[src/rtl/adder_share_sched_if.sv]
// Request/result bundle for adder_share_sched: two add requesters, one result
// consumer and the busy flag.
interface adder_share_sched_if #(
  parameter int unsigned NIB = 4
);
  localparam int unsigned W = 4 * NIB;

  logic         req0_valid;
  logic         req0_ready;
  logic [W-1:0] req0_a;
  logic [W-1:0] req0_b;
  logic         req0_cin;

  logic         req1_valid;
  logic         req1_ready;
  logic [W-1:0] req1_a;
  logic [W-1:0] req1_b;
  logic         req1_cin;

  logic         res_valid;
  logic         res_ready;
  logic [W-1:0] res_sum;
  logic         res_cout;
  logic         res_id;
  logic         busy;

  modport slave (
    input  req0_valid, req0_a, req0_b, req0_cin,
    input  req1_valid, req1_a, req1_b, req1_cin,
    input  res_ready,
    output req0_ready, req1_ready,
    output res_valid, res_sum, res_cout, res_id, busy
  );

  modport master (
    output req0_valid, req0_a, req0_b, req0_cin,
    output req1_valid, req1_a, req1_b, req1_cin,
    output res_ready,
    input  req0_ready, req1_ready,
    input  res_valid, res_sum, res_cout, res_id, busy
  );
endinterface

[src/rtl/adder_share_sched.sv]
// Two-requester W-bit adder built from a single 4-bit slice, processed one
// nibble per cycle LSB first, with round-robin arbitration between requests.
module adder_share_sched #(
  parameter int unsigned NIB = 4
) (
  input logic                clk,
  input logic                rst,
  adder_share_sched_if.slave bus
);
  localparam int unsigned W    = 4 * NIB;
  localparam int unsigned IW   = (NIB > 1) ? $clog2(NIB) : 1;
  localparam logic [IW-1:0] LAST = IW'(NIB - 1);

  typedef enum logic [1:0] {
    IDLE = 2'd0,
    RUN  = 2'd1,
    DONE = 2'd2
  } state_e;

  state_e        state_q, state_d;
  logic [W-1:0]  a_q, a_d;
  logic [W-1:0]  b_q, b_d;
  logic [W-1:0]  sum_q, sum_d;
  logic [IW-1:0] idx_q, idx_d;
  logic          carry_q, carry_d;
  logic          id_q, id_d;
  logic          prio_q, prio_d;

  logic          grant0, grant1;
  logic [3:0]    slice_a, slice_b, slice_s;
  logic          slice_c;

  // Priority only matters when both requesters are valid at once.
  always_comb begin
    grant0 = (state_q == IDLE) && bus.req0_valid && (!bus.req1_valid || !prio_q);
    grant1 = (state_q == IDLE) && bus.req1_valid && (!bus.req0_valid ||  prio_q);
  end

  // The one shared 4-bit full-adder slice, fed from the nibble selected by idx_q.
  always_comb begin
    slice_a = '0;
    slice_b = '0;
    for (int unsigned i = 0; i < NIB; i++) begin
      if (idx_q == IW'(i)) begin
        slice_a = a_q[4*i +: 4];
        slice_b = b_q[4*i +: 4];
      end
    end
    {slice_c, slice_s} = {1'b0, slice_a} + {1'b0, slice_b} + {4'b0000, carry_q};
  end

  always_comb begin
    state_d = state_q;
    a_d     = a_q;
    b_d     = b_q;
    sum_d   = sum_q;
    idx_d   = idx_q;
    carry_d = carry_q;
    id_d    = id_q;
    prio_d  = prio_q;

    unique case (state_q)
      IDLE: begin
        if (grant0) begin
          a_d     = bus.req0_a;
          b_d     = bus.req0_b;
          carry_d = bus.req0_cin;
          id_d    = 1'b0;
          idx_d   = '0;
          state_d = RUN;
        end else if (grant1) begin
          a_d     = bus.req1_a;
          b_d     = bus.req1_b;
          carry_d = bus.req1_cin;
          id_d    = 1'b1;
          idx_d   = '0;
          state_d = RUN;
        end
      end

      RUN: begin
        for (int unsigned i = 0; i < NIB; i++) begin
          if (idx_q == IW'(i)) sum_d[4*i +: 4] = slice_s;
        end
        carry_d = slice_c;
        if (idx_q == LAST) begin
          idx_d   = '0;
          state_d = DONE;
        end else begin
          idx_d = idx_q + 1'b1;
        end
      end

      DONE: begin
        if (bus.res_ready) begin
          prio_d  = ~id_q;
          state_d = IDLE;
        end
      end

      default: state_d = IDLE;
    endcase
  end

  always_ff @(posedge clk) begin
    if (rst) begin
      state_q <= IDLE;
      a_q     <= '0;
      b_q     <= '0;
      sum_q   <= '0;
      idx_q   <= '0;
      carry_q <= 1'b0;
      id_q    <= 1'b0;
      prio_q  <= 1'b0;
    end else begin
      state_q <= state_d;
      a_q     <= a_d;
      b_q     <= b_d;
      sum_q   <= sum_d;
      idx_q   <= idx_d;
      carry_q <= carry_d;
      id_q    <= id_d;
      prio_q  <= prio_d;
    end
  end

  // After the last slice the carry register holds the final carry-out.
  assign bus.req0_ready = grant0;
  assign bus.req1_ready = grant1;
  assign bus.res_valid  = (state_q == DONE);
  assign bus.res_sum    = sum_q;
  assign bus.res_cout   = carry_q;
  assign bus.res_id     = id_q;
  assign bus.busy       = (state_q != IDLE);
endmodule

[src/flat_wrapper.sv]
// flat-port wrapper written by rule: the top's interface ports become plain ports
module adder_share_sched_flat 
#(
  parameter int unsigned NIB = 4
)
  (clk, rst, bus_req0_valid, bus_req0_a, bus_req0_b, bus_req0_cin, bus_req1_valid, bus_req1_a, bus_req1_b, bus_req1_cin, bus_res_ready, bus_req0_ready, bus_req1_ready, bus_res_valid, bus_res_sum, bus_res_cout, bus_res_id, bus_busy);
  adder_share_sched_if #(.NIB(NIB)) bus_i ();
  input logic clk;
  input logic rst;
  input wire logic [$bits(bus_i.req0_valid)-1:0] bus_req0_valid;
  input wire logic [$bits(bus_i.req0_a)-1:0] bus_req0_a;
  input wire logic [$bits(bus_i.req0_b)-1:0] bus_req0_b;
  input wire logic [$bits(bus_i.req0_cin)-1:0] bus_req0_cin;
  input wire logic [$bits(bus_i.req1_valid)-1:0] bus_req1_valid;
  input wire logic [$bits(bus_i.req1_a)-1:0] bus_req1_a;
  input wire logic [$bits(bus_i.req1_b)-1:0] bus_req1_b;
  input wire logic [$bits(bus_i.req1_cin)-1:0] bus_req1_cin;
  input wire logic [$bits(bus_i.res_ready)-1:0] bus_res_ready;
  output wire logic [$bits(bus_i.req0_ready)-1:0] bus_req0_ready;
  output wire logic [$bits(bus_i.req1_ready)-1:0] bus_req1_ready;
  output wire logic [$bits(bus_i.res_valid)-1:0] bus_res_valid;
  output wire logic [$bits(bus_i.res_sum)-1:0] bus_res_sum;
  output wire logic [$bits(bus_i.res_cout)-1:0] bus_res_cout;
  output wire logic [$bits(bus_i.res_id)-1:0] bus_res_id;
  output wire logic [$bits(bus_i.busy)-1:0] bus_busy;
  assign bus_i.req0_valid = bus_req0_valid;
  assign bus_i.req0_a = bus_req0_a;
  assign bus_i.req0_b = bus_req0_b;
  assign bus_i.req0_cin = bus_req0_cin;
  assign bus_i.req1_valid = bus_req1_valid;
  assign bus_i.req1_a = bus_req1_a;
  assign bus_i.req1_b = bus_req1_b;
  assign bus_i.req1_cin = bus_req1_cin;
  assign bus_i.res_ready = bus_res_ready;
  assign bus_req0_ready = bus_i.req0_ready;
  assign bus_req1_ready = bus_i.req1_ready;
  assign bus_res_valid = bus_i.res_valid;
  assign bus_res_sum = bus_i.res_sum;
  assign bus_res_cout = bus_i.res_cout;
  assign bus_res_id = bus_i.res_id;
  assign bus_busy = bus_i.busy;
  adder_share_sched #(.NIB(NIB)) u_core (.clk(clk), .rst(rst), .bus(bus_i));
endmodule
[config.mk]
export PLATFORM = sky130hd
export DESIGN_NAME = adder_share_sched_flat
export DESIGN_NICKNAME = d
export VERILOG_FILES = /design/src/rtl/adder_share_sched_if.sv /design/src/rtl/adder_share_sched.sv /design/src/flat_wrapper.sv
export SDC_FILE = /design/constraint.sdc
export NUM_CORES = 1
export LEC_CHECK = 0
export CAP_MARGIN = 20
export CORE_MARGIN = 10
export CORE_UTILIZATION = 30
export CTS_BUF_LIST = sky130_fd_sc_hd__clkbuf_16
export DETAILED_ROUTE_END_ITERATION = 10
export DONT_BUFFER_PORTS = 1
export PLACE_DENSITY = 0.48
export SETUP_SLACK_MARGIN = 0.1
export SLEW_MARGIN = 20
export SYNTH_ARGS = -nofsm -noshare
export SYNTH_HDL_FRONTEND = slang
export SYNTH_SLANG_ARGS = --single-unit
[constraint.sdc]
create_clock -name clk -period 3.02 [get_ports clk]
set_input_delay 0.604 -clock clk [delete_from_list [all_inputs] [get_ports clk]]
set_output_delay 0.604 -clock clk [all_outputs]
set_load 0.01 [all_outputs]
==> results.txt <==
outcome: finished, final reports clean
DP Worst Slack: 0.1766 ns
Final HPWL DP: 5789 um
I/O pin count: 93
startpoint types: register
vias in the first global route: 2,320
CTS Buffer Depth: 2
Syn Nets: 408
1st-iter DRT viols: 82
commonest non-fill, non-tap cell in the layout: a21oi_1
drt drc: 0
PD cells: 597.8 nW/um^2
final setup margin: 0.2332 ns
largest net degree at the start of global routing: 50
worst-path maximum fanout: 9
Synth Cell Area: 2743 sq um
Routability Congestion: 0.7834
worst-skew pair later-pin latency: 0.29 ns
Final Hold Fails: 0
most frequent cells in the layout: 66 x a21oi_1, 53 x dfxtp_1, 35 x o21ai_0
f_max: 358.8 MHz
Tcrit/Tclk final: 92.28%
Critical Path RT: 3.20 ns
worst-margin pin slew: 0.5038 ns
# rows: 34
width of the die: 115.6 um
switching share of power: 27.89%
Combinational Power Share: 17.4%
root buf cell: clkbuf_16
Synth async-reset ratio: 0%
VDD IR max: 246.9 uV
proportion of netlist area held by the largest area contributor: 40.15%
clock share of power: 36.5%
Leak Pwr: 1.231 nW
predominant post-synthesis flop cell: dfxtp_1
nature of the critical path endpoint: register
Mapped Avg Cell Area: 8.362 sq um
CTS H-tree depth: 2
grt total ovfl: 0
Synth cell types: 35
sequential element share of the synthesized area: 40.15%
EDFF count, synth: 0
ANT nets after route: 0
clock transition at the registers of the reported paths: 0.07 ns
Total Wirelength: 7606 um
Flop pwr share: 46.1%
Int Pwr: 1.306 mW
RSZ-0062 raised after global routing: no
max cap viols: 0
Worst slew margin: 66.42%
clock tree sinks: 55
cell taking the most area after synthesis: dfxtp_1
setup violators final: 0
gr usage total: 11.11%
YS warnings: 0
Mapped Cells: 328
Initial Utilization: 31.15%
Hold Crit Class: in2reg
Fill cells: 928
first-pass GRT wire length: 11,960 um
CP arrival: 2.97 ns
CORE AREA: 8806 sq um
Final Critical Period: 2.787 ns
CTS tree: built
CTS Buf Count: 5
Initial DRT Pass Iterations: 7
die area: 13,370 sq um
post-route setup TNS: 0 ns
pins over their slew limit: 0
vias per cell: 5.330
routed wire length per instance: 17.69 um
via count: 2,292
layout cells sized above 1: 9.006%
Area contributors post-synth: dfxtp_1 40%, a21oi_1 12%, mux2i_1 12%, o21ai_0 6.6%, nand2_1 4.0%
Fin Hold WS: 0.3723 ns
Worst Clk Skew: 0.006452 ns
IO Port Bufs: 0
P_sw: 0.5050 mW
Final nets: 401
post-synthesis register bit count: 55
die height: 115.6 um
Final Power: 1.811 mW
Area Overhead vs Synth: 10.45%
crit path kind: reg2reg
Antenna diodes: 0
initial antenna violation count: 0
==> timing repair <==
| action | in CTS | in global routing |
|---|---|---|
| resized for setup | 0 | 4 |
| buffers inserted | 0 | 0 |
| endpoints found under the setup margin | 0 | 5 |
| hold buffers | 0 | 0 |
==> metal layers <==
metal  wire length [um]  track usage, %  vias up
met5                  0               0        -
met4                 54           2.669        0
met3                505           3.411        6
met2               3502           17.66       69
met1               3543           14.40     1042
li1                   -               -     1175
==> worst max-delay path, stage by stage (launching register included) <==
cell	delay [ns]
dfxtp_2	0.35
inv_1	0.06
ha_1	0.22
buf_4	0.17
nand2_1	0.07
a21oi_1	0.06
a21oi_1	0.11
o21ai_0	0.12
fa_2	0.39
fa_1	0.41
a21o_1	0.20
a211oi_1	0.24
nor3_1	0.07
a32o_1	0.21
==> per-stage QoR <==
step           cell area [sq um]  std cells  utilization (%)
2_1_floorplan               2743        328                -
3_3_place_gp                2856        422            32.44
3_5_place_dp                2856        422            32.44
4_1_cts                     3024        430            34.34
5_1_grt                     3029        430            34.40
6_report                    3029        430            34.40
==> power groups by stage <==
| stage | clock [mW] | sequential [mW] | combinational [mW] |
|---|---|---|---|
| 5_1_grt | 0.707 | 0.842 | 0.360 |
| 4_1_cts | 0.685 | 0.836 | 0.318 |
| 3_3_place_gp | 0 | 0.853 | 0.311 |
| 3_5_place_dp | 0 | 0.853 | 0.316 |
| 6_report | 0.661 | 0.835 | 0.315 |
| 2_1_floorplan | 0 | 0.832 | 0.252 |
==> cells in the mapped netlist (2+ instances only) <==
cell type and instances:
mux2i_1 32, nand3b_1 8, or4_1 4, dfxtp_1 55, nor2b_1 2, o21ai_1 4, o21ai_0 36, inv_1 5
a21oi_1 66, nand2b_1 3, or2_2 2, fa_1 2, nand3_1 16, a311oi_1 4, nand4_1 4, nor2_1 4
buf_2 9, nand2_2 3, nor3_1 3, clkbuf_1 15, a21o_1 2, o21a_1 2, nand2_1 29, ha_1 7
==> sequential cells by signal, indices dropped and copies added (netlist names) <==
name / cells
u_core.bus.res_cout: 1
u_core.bus.res_id: 1
u_core.bus.res_sum: 16
u_core.b_q: 16
u_core.prio_q: 1
u_core.state_q: 2
u_core.idx_q: 2
u_core.a_q: 16
==> kinds of logic (layout without fill, tap and decap cells) <==
group	Yosys count	after routing	share of synthesized area, %
fa+ha+maj	9	9	4.653
mux	32	32	11.68
flops	55	55	40.15
compound gates	119	119	23.22
buf+inv	31	25	4.790
simple gates	81	81	15.19
xor+xnor	1	1	0.3194
==> path summary, 6_finish.rpt <==
| path | from | to | slack [ns] | cells after the start |
|---|---|---|---|---|
| max | u_core.idx_q[1] | u_core.bus.res_cout | 0.23 | 13 |
| max reg2reg | u_core.idx_q[1] | u_core.bus.res_cout | 0.23 | 13 |
| min | rst | u_core.idx_q[1] | 0.37 | 1 |
| min reg2reg | u_core.prio_q | u_core.prio_q | 0.48 | 2 |
==> final cells by class <==
type / count / area (sq um) / area share (%)
repair buffers: 12 / 90.09 / 2.974
inverters: 5 / 18.77 / 0.6196
clock buffers: 5 / 125.1 / 4.131
well taps: 108 / 135.1 / 4.461
multi-input cells: 242 / 1514 / 49.98
flip-flops and latches: 55 / 1104 / 36.43
clock inverters: 3 / 42.54 / 1.404
Power figures use the tool's default switching activity.
